--- config.mk ---
export PLATFORM = sky130hd
export DESIGN_NAME = irq_controller_flat
export DESIGN_NICKNAME = d
export VERILOG_FILES = /design/src/rtl/irq_controller_if.sv /design/src/rtl/irq_controller.sv /design/src/flat_wrapper.sv
export SDC_FILE = /design/constraint.sdc
export NUM_CORES = 1
export LEC_CHECK = 0
export BUFFER_PORTS_ARGS = -buffer_cell sky130_fd_sc_hd__buf_2
export CORE_MARGIN = 2
export CORE_UTILIZATION = 35
export CTS_CLUSTER_SIZE = 10
export DETAILED_ROUTE_END_ITERATION = 16
export PLACE_DENSITY = 0.76
export REMOVE_ABC_BUFFERS = 1
export SYNTH_ARGS = -nofsm -noshare
export SYNTH_HDL_FRONTEND = slang
export SYNTH_SLANG_ARGS = --single-unit
--- constraint.sdc ---
create_clock -name clk -period 1.9 [get_ports clk]
set_input_delay 0.38 -clock clk [delete_from_list [all_inputs] [get_ports clk]]
set_output_delay 0.38 -clock clk [all_outputs]
set_load 0.1 [all_outputs]
--- src/rtl/irq_controller_if.sv ---
// rtl/irq_controller_if.sv - data-bus and IRQ handshake bundle between CPU and interrupt controller
interface irq_controller_if;
  logic [31:0] addr;
  logic        rd;
  logic        wr;
  logic [31:0] wdata;
  logic [31:0] rdata;
  logic        irq_out;
  logic        irq_ack;
  logic        irq_ret;

  // CPU side drives the bus strobes and the take/return pulses
  modport master (
    output addr, rd, wr, wdata, irq_ack, irq_ret,
    input  rdata, irq_out
  );

  // Controller side answers reads and raises the request
  modport slave (
    input  addr, rd, wr, wdata, irq_ack, irq_ret,
    output rdata, irq_out
  );
endinterface

--- src/rtl/irq_controller.sv ---
// rtl/irq_controller.sv - edge-latched, masked, fixed-priority interrupt controller for the single-cycle CPU
// Optional feature macro: IRQC_SYNC_EN (2-flop input synchronizer ahead of edge detect)
module irq_controller #(
  parameter int          N_SRC     = 4,
  parameter logic [31:0] BASE_ADDR = 32'h40000020
) (
  input  logic             clk,
  input  logic             reset,
  input  logic [N_SRC-1:0] src,
  irq_controller_if.slave  bus
);

  typedef enum logic [1:0] {
    IDLE    = 2'd0,
    REQ     = 2'd1,
    SERVICE = 2'd2
  } state_t;

  state_t           state;
  logic [N_SRC-1:0] src_in;
  logic [N_SRC-1:0] src_q;
  logic [N_SRC-1:0] src_rise;
  logic [N_SRC-1:0] pend;
  logic [N_SRC-1:0] pend_next;
  logic [N_SRC-1:0] mask;
  logic [N_SRC-1:0] elig;
  logic [N_SRC-1:0] sel_onehot;
  logic [2:0]       sel;
  logic             gen;
  logic             cause_valid;
  logic [2:0]       cause_id;
  logic             irq_r;
  logic             hit;
  logic [1:0]       offset;
  logic             take;
  logic             wr_pend;
  logic             wr_mask;
  logic             wr_ctrl;
  logic             unused_wdata;

`ifdef IRQC_SYNC_EN
  logic [N_SRC-1:0] sync_a;
  logic [N_SRC-1:0] sync_b;

  // Two-flop synchronizer for sources from other clock domains
  always_ff @(posedge clk) begin
    if (reset) begin
      sync_a <= '0;
      sync_b <= '0;
    end else begin
      sync_a <= src;
      sync_b <= sync_a;
    end
  end

  assign src_in = sync_b;
`else
  assign src_in = src;
`endif

  assign src_rise = src_in & ~src_q;

  // Window is four aligned words; anything unaligned never decodes
  assign hit    = (bus.addr[31:4] == BASE_ADDR[31:4]) && (bus.addr[1:0] == 2'b00);
  assign offset = bus.addr[3:2];

  assign wr_pend = bus.wr && hit && (offset == 2'd0);
  assign wr_mask = bus.wr && hit && (offset == 2'd1);
  assign wr_ctrl = bus.wr && hit && (offset == 2'd3);

  assign elig       = pend & mask & {N_SRC{gen}};
  // Isolate the lowest set bit: that is the highest-priority eligible source
  assign sel_onehot = elig & (~elig + 1'b1);

  // Encode the winning source index, src[0] wins ties
  always_comb begin
    sel = 3'd0;
    for (int i = N_SRC - 1; i >= 0; i--) begin
      if (elig[i]) sel = 3'(i);
    end
  end

  // An acknowledge only retires a source when something is actually eligible
  assign take = (state == REQ) && bus.irq_ack && (elig != '0);

  // Pending next value: clears first, then new edges so a fresh edge always survives
  always_comb begin
    pend_next = pend;
    if (wr_pend) pend_next = pend_next & ~bus.wdata[N_SRC-1:0];
    if (take)    pend_next = pend_next & ~sel_onehot;
    pend_next = pend_next | src_rise;
  end

  // Edge history, pending latch, mask and global enable
  always_ff @(posedge clk) begin
    if (reset) begin
      src_q <= '0;
      pend  <= '0;
      mask  <= '0;
      gen   <= 1'b0;
    end else begin
      src_q <= src_in;
      pend  <= pend_next;
      if (wr_mask) mask <= bus.wdata[N_SRC-1:0];
      if (wr_ctrl) gen  <= bus.wdata[0];
    end
  end

  // Request sequencing with registered irq_out and cause capture
  always_ff @(posedge clk) begin
    if (reset) begin
      state       <= IDLE;
      irq_r       <= 1'b0;
      cause_valid <= 1'b0;
      cause_id    <= 3'd0;
    end else begin
      case (state)
        IDLE: begin
          if (elig != '0) begin
            state <= REQ;
            irq_r <= 1'b1;
          end
        end
        REQ: begin
          if (bus.irq_ack) begin
            // The CPU has already vectored; go to SERVICE even if the request vanished
            state       <= SERVICE;
            irq_r       <= 1'b0;
            cause_valid <= take;
            cause_id    <= take ? sel : 3'd0;
          end else if (elig == '0) begin
            state <= IDLE;
            irq_r <= 1'b0;
          end
        end
        SERVICE: begin
          if (bus.irq_ret) begin
            state       <= IDLE;
            cause_valid <= 1'b0;
            cause_id    <= 3'd0;
          end
        end
        default: begin
          state <= IDLE;
          irq_r <= 1'b0;
        end
      endcase
    end
  end

  // Register read mux; returns zero when not selected
  always_comb begin
    bus.rdata = 32'h0;
    if (bus.rd && hit) begin
      case (offset)
        2'd0:    bus.rdata[N_SRC-1:0] = pend;
        2'd1:    bus.rdata[N_SRC-1:0] = mask;
        2'd2:    bus.rdata = {cause_valid, 28'h0, cause_id};
        2'd3:    bus.rdata[0] = gen;
        default: bus.rdata = 32'h0;
      endcase
    end
  end

  assign bus.irq_out = irq_r;

  assign unused_wdata = &{1'b0, bus.wdata[31:N_SRC]};

endmodule

--- src/flat_wrapper.sv ---
// flat-port wrapper written by rule: the top's interface ports become plain ports
module irq_controller_flat 
#(
  parameter int          N_SRC     = 4,
  parameter logic [31:0] BASE_ADDR = 32'h40000020
)
  (clk, reset, src, bus_addr, bus_rd, bus_wr, bus_wdata, bus_irq_ack, bus_irq_ret, bus_rdata, bus_irq_out);
  irq_controller_if bus_i ();
  input  logic clk;
  input  logic reset;
  input  logic [N_SRC-1:0] src;
  input wire logic [$bits(bus_i.addr)-1:0] bus_addr;
  input wire logic [$bits(bus_i.rd)-1:0] bus_rd;
  input wire logic [$bits(bus_i.wr)-1:0] bus_wr;
  input wire logic [$bits(bus_i.wdata)-1:0] bus_wdata;
  input wire logic [$bits(bus_i.irq_ack)-1:0] bus_irq_ack;
  input wire logic [$bits(bus_i.irq_ret)-1:0] bus_irq_ret;
  output wire logic [$bits(bus_i.rdata)-1:0] bus_rdata;
  output wire logic [$bits(bus_i.irq_out)-1:0] bus_irq_out;
  assign bus_i.addr = bus_addr;
  assign bus_i.rd = bus_rd;
  assign bus_i.wr = bus_wr;
  assign bus_i.wdata = bus_wdata;
  assign bus_i.irq_ack = bus_irq_ack;
  assign bus_i.irq_ret = bus_irq_ret;
  assign bus_rdata = bus_i.rdata;
  assign bus_irq_out = bus_i.irq_out;
  irq_controller #(.N_SRC(N_SRC), .BASE_ADDR(BASE_ADDR)) u_core (.clk(clk), .reset(reset), .src(src), .bus(bus_i));
endmodule
==> flow_summary.toml <==
[critical_path]
cp-start-kind = "input port"
critical_path.max_fanout = 5
ff2ff_setup_slack_ns = 0.39
reg2reg_depth = 4
rr_endpoint = "u_core.bus.irq_out"
crit_start = "bus_addr[27]"
worstSetupEndpointType = "primary output"
required_ns = 1.52
path_class = "in2out"
reg2reg_from = "u_core.mask[1]"
crit_arrival_ns = 1.86
cp-endpoint = "bus_rdata[31]"

[final_layout]
stdcell_count = 257
layout_commonest_cell = "buf_2"
diodes = 0
final_area_um2 = 1810
areaGrowthSynthToFinish_pct = 36.9
drive_gt1_share_pct = 38.8
final_cell_mix = "buf_2 (42), conb_1 (27), dfxtp_1 (19), buf_4 (12), inv_1 (8)"
fin_nets = 284

[cts]
htreeDepth = 1
clk_latency_ns = 0.26
clock-sinks = 19
root_buffer = "clkbuf_8"
clockBufferDepth = 2
ctsHoldBuffers = 0
numCtsBuffers = 3
path_clk_slew_ns = 0.07
cts_tree = "yes"

[routing]
drc = 0
wirelength_um = 3220
drt_iter0_drc = 58
num_vias = 1294
postRouteAntennaNets = 0
post_drt_via_cell_ratio = 5.04
first_pass_iters = 4
wire_per_inst_um = 12.5

[yosys]
async_flop_share_pct = 0
synth_top_family_by_area = "simple AND/OR/NAND/NOR gates"
synthMuxAreaShare_pct = 4.73
yosysTopAreaCellShare_pct = 28.7
synth_compound_area_share_pct = 15.3
synth_xor_area_share_pct = 0
syn_inst = 150
synth_area_um2 = 1320
synthSimpleGateAreaFrac_pct = 31.3
yosys_register_bits = 19
netlist-cell-type-count = 39
synth_ff_type = "dfxtp_1"
ys_warn_count = 0
seq_area_frac_synth_pct = 28.7
syn_avg_cell_area_um2 = 8.83
yosys.area.top_type = "dfxtp_1"
netlist_top_cells_area = "dfxtp_1 (29%), buf_4 (15%), and4_1 (4.0%)"
synth-edff-count = 0
synth_fa_ha_area_share_pct = 0

[sta]
fin_ws_ns = -0.343
setup_tns_ns = -1.45
grt_setup_unrepaired = "yes"
whs_ns = 0.346
fmax_mhz = 446
period_share_pct = 118
clock_skew_ns = 0.00454
min_period_ns = 2.24
drv_slew = 0
hold_viol = 0
setup-violations-final = 5

[place]
placed_cell_area_um2 = 1660
dp_slack_ns = -0.408
hpwl_um = 2370
gp_congestion = 0.868
dp.cells = 251
io_buffers = 51

[status]
status = "complete, but fails checks"
failed_checks = "negative setup slack"

[grt]
grt_pass1_vias = 1200
grt_overflow = 0
antenna_found_initial = 0
grt_pass1_wl_um = 5470
track_usage_pct = 16.3
grt_start_max_net_pins = 21

[power]
power_density_nw_per_um2 = 590
peakVddDrop_uv = 536
p_leak_nw = 0.773

[floorplanning]
initial_core_util_pct = 36.2
core_um2 = 3660
io_pins = 107
die_w_um = 65.5
core.rowCount = 22
die_area_um2 = 4290
die_height_um = 65.5

[flow_run]
drv_cap = 0

[min_path]
hp-class = "in2reg"
## layer usage
| layer | part of all wire [%] | vias up | track usage [%] |
|---|---|---|---|
| met5 | 0 | - | 0 |
| met4 | 1.5 | 0 | 5.47 |
| met3 | 7.9 | 6 | 4.11 |
| met2 | 50 | 62 | 26.7 |
| met1 | 41 | 605 | 20.8 |
| li1 | - | 621 | - |
## worst min-delay path by stage
| stage | slack (ns) | endpoint | cells after the start | start |
|---|---|---|---|---|
| finish | 0.35 | u_core.state[0] | 2 | bus_irq_ack |
| CTS | 0.35 | u_core.state[0] | 2 | bus_irq_ack |
| detailed placement | 0.45 | u_core.pend[0] | 2 | u_core.src_q[0] |
| floorplan | 0.43 | u_core.cause_id[1] | 2 | u_core.cause_id[1] |
| global placement | 0.44 | u_core.pend[2] | 2 | u_core.src_q[2] |
| global route | 0.35 | u_core.state[0] | 2 | bus_irq_ack |
## cell families after synthesis
| family | after synthesis |
|---|---|
| buf+inv | 42 |
| flops | 19 |
| compound gates | 28 |
| simple gates | 55 |
| other cells | 1 |
| mux | 5 |
## through the flow
stage          total power [mW]  util [%]
2_1_floorplan             0.693         -
3_3_place_gp              0.771      45.2
3_5_place_dp              0.774      45.2
4_1_cts                    1.07      48.6
5_1_grt                    1.11      49.5
6_report                   1.07      49.5
## what timing repair did
action                     4_1_cts  5_1_grt
pin swaps                        8        2
gates resized for setup         12        4
setup endpoints to repair        5        5
setup buffers                    1        1
## sequential cells by signal, indices dropped and copies added (netlist names)
| signal | cells |
|---|---|
| u_core.pend | 4 |
| u_core.src_q | 4 |
| u_core.state | 2 |
| u_core.gen | 1 |
| u_core.cause_id | 2 |
| u_core.cause_valid | 1 |
| u_core.mask | 4 |
| u_core.bus.irq_out | 1 |
## worst max-delay path: stages
cell and delay (ns):
buf_6 0.09, nor4_2 0.25, buf_4 0.18, nand2_4 0.05
or3_4 0.39, and4bb_1 0.34, buf_12 0.19
## synth_stat cells (3+ instances only)
library cell and instances:
a21oi_1 6, a22oi_1 5, a31oi_1 3, and4_1 6
buf_4 27, clkbuf_1 6, dfxtp_1 19, inv_1 8
mux2i_1 4, nand2_1 4, nand3_1 3, nand3b_1 3
nand4_1 7, nor2_1 7, nor2b_1 5, nor4_1 4
o2bb2ai_1 4, o31ai_1 4
## where the power goes
group	leakage (nW)	internal, mW	total, mW	switching (mW)
combinational	0.592	0.0716	0.364	0.292
sequential	0.155	0.411	0.422	0.0107
clock	0.0255	0.146	0.283	0.137
## area by class of cell
class	count	area, µm²
clock buffer	3	41.3
clock inverter	1	5.00
fill	354	1850
inverter	8	30.0
multi-input combinational	115	846
sequential	19	380
tap	48	60.1
timing repair buffer	63	449
Note: power is estimated with default switching activity, not from simulation.
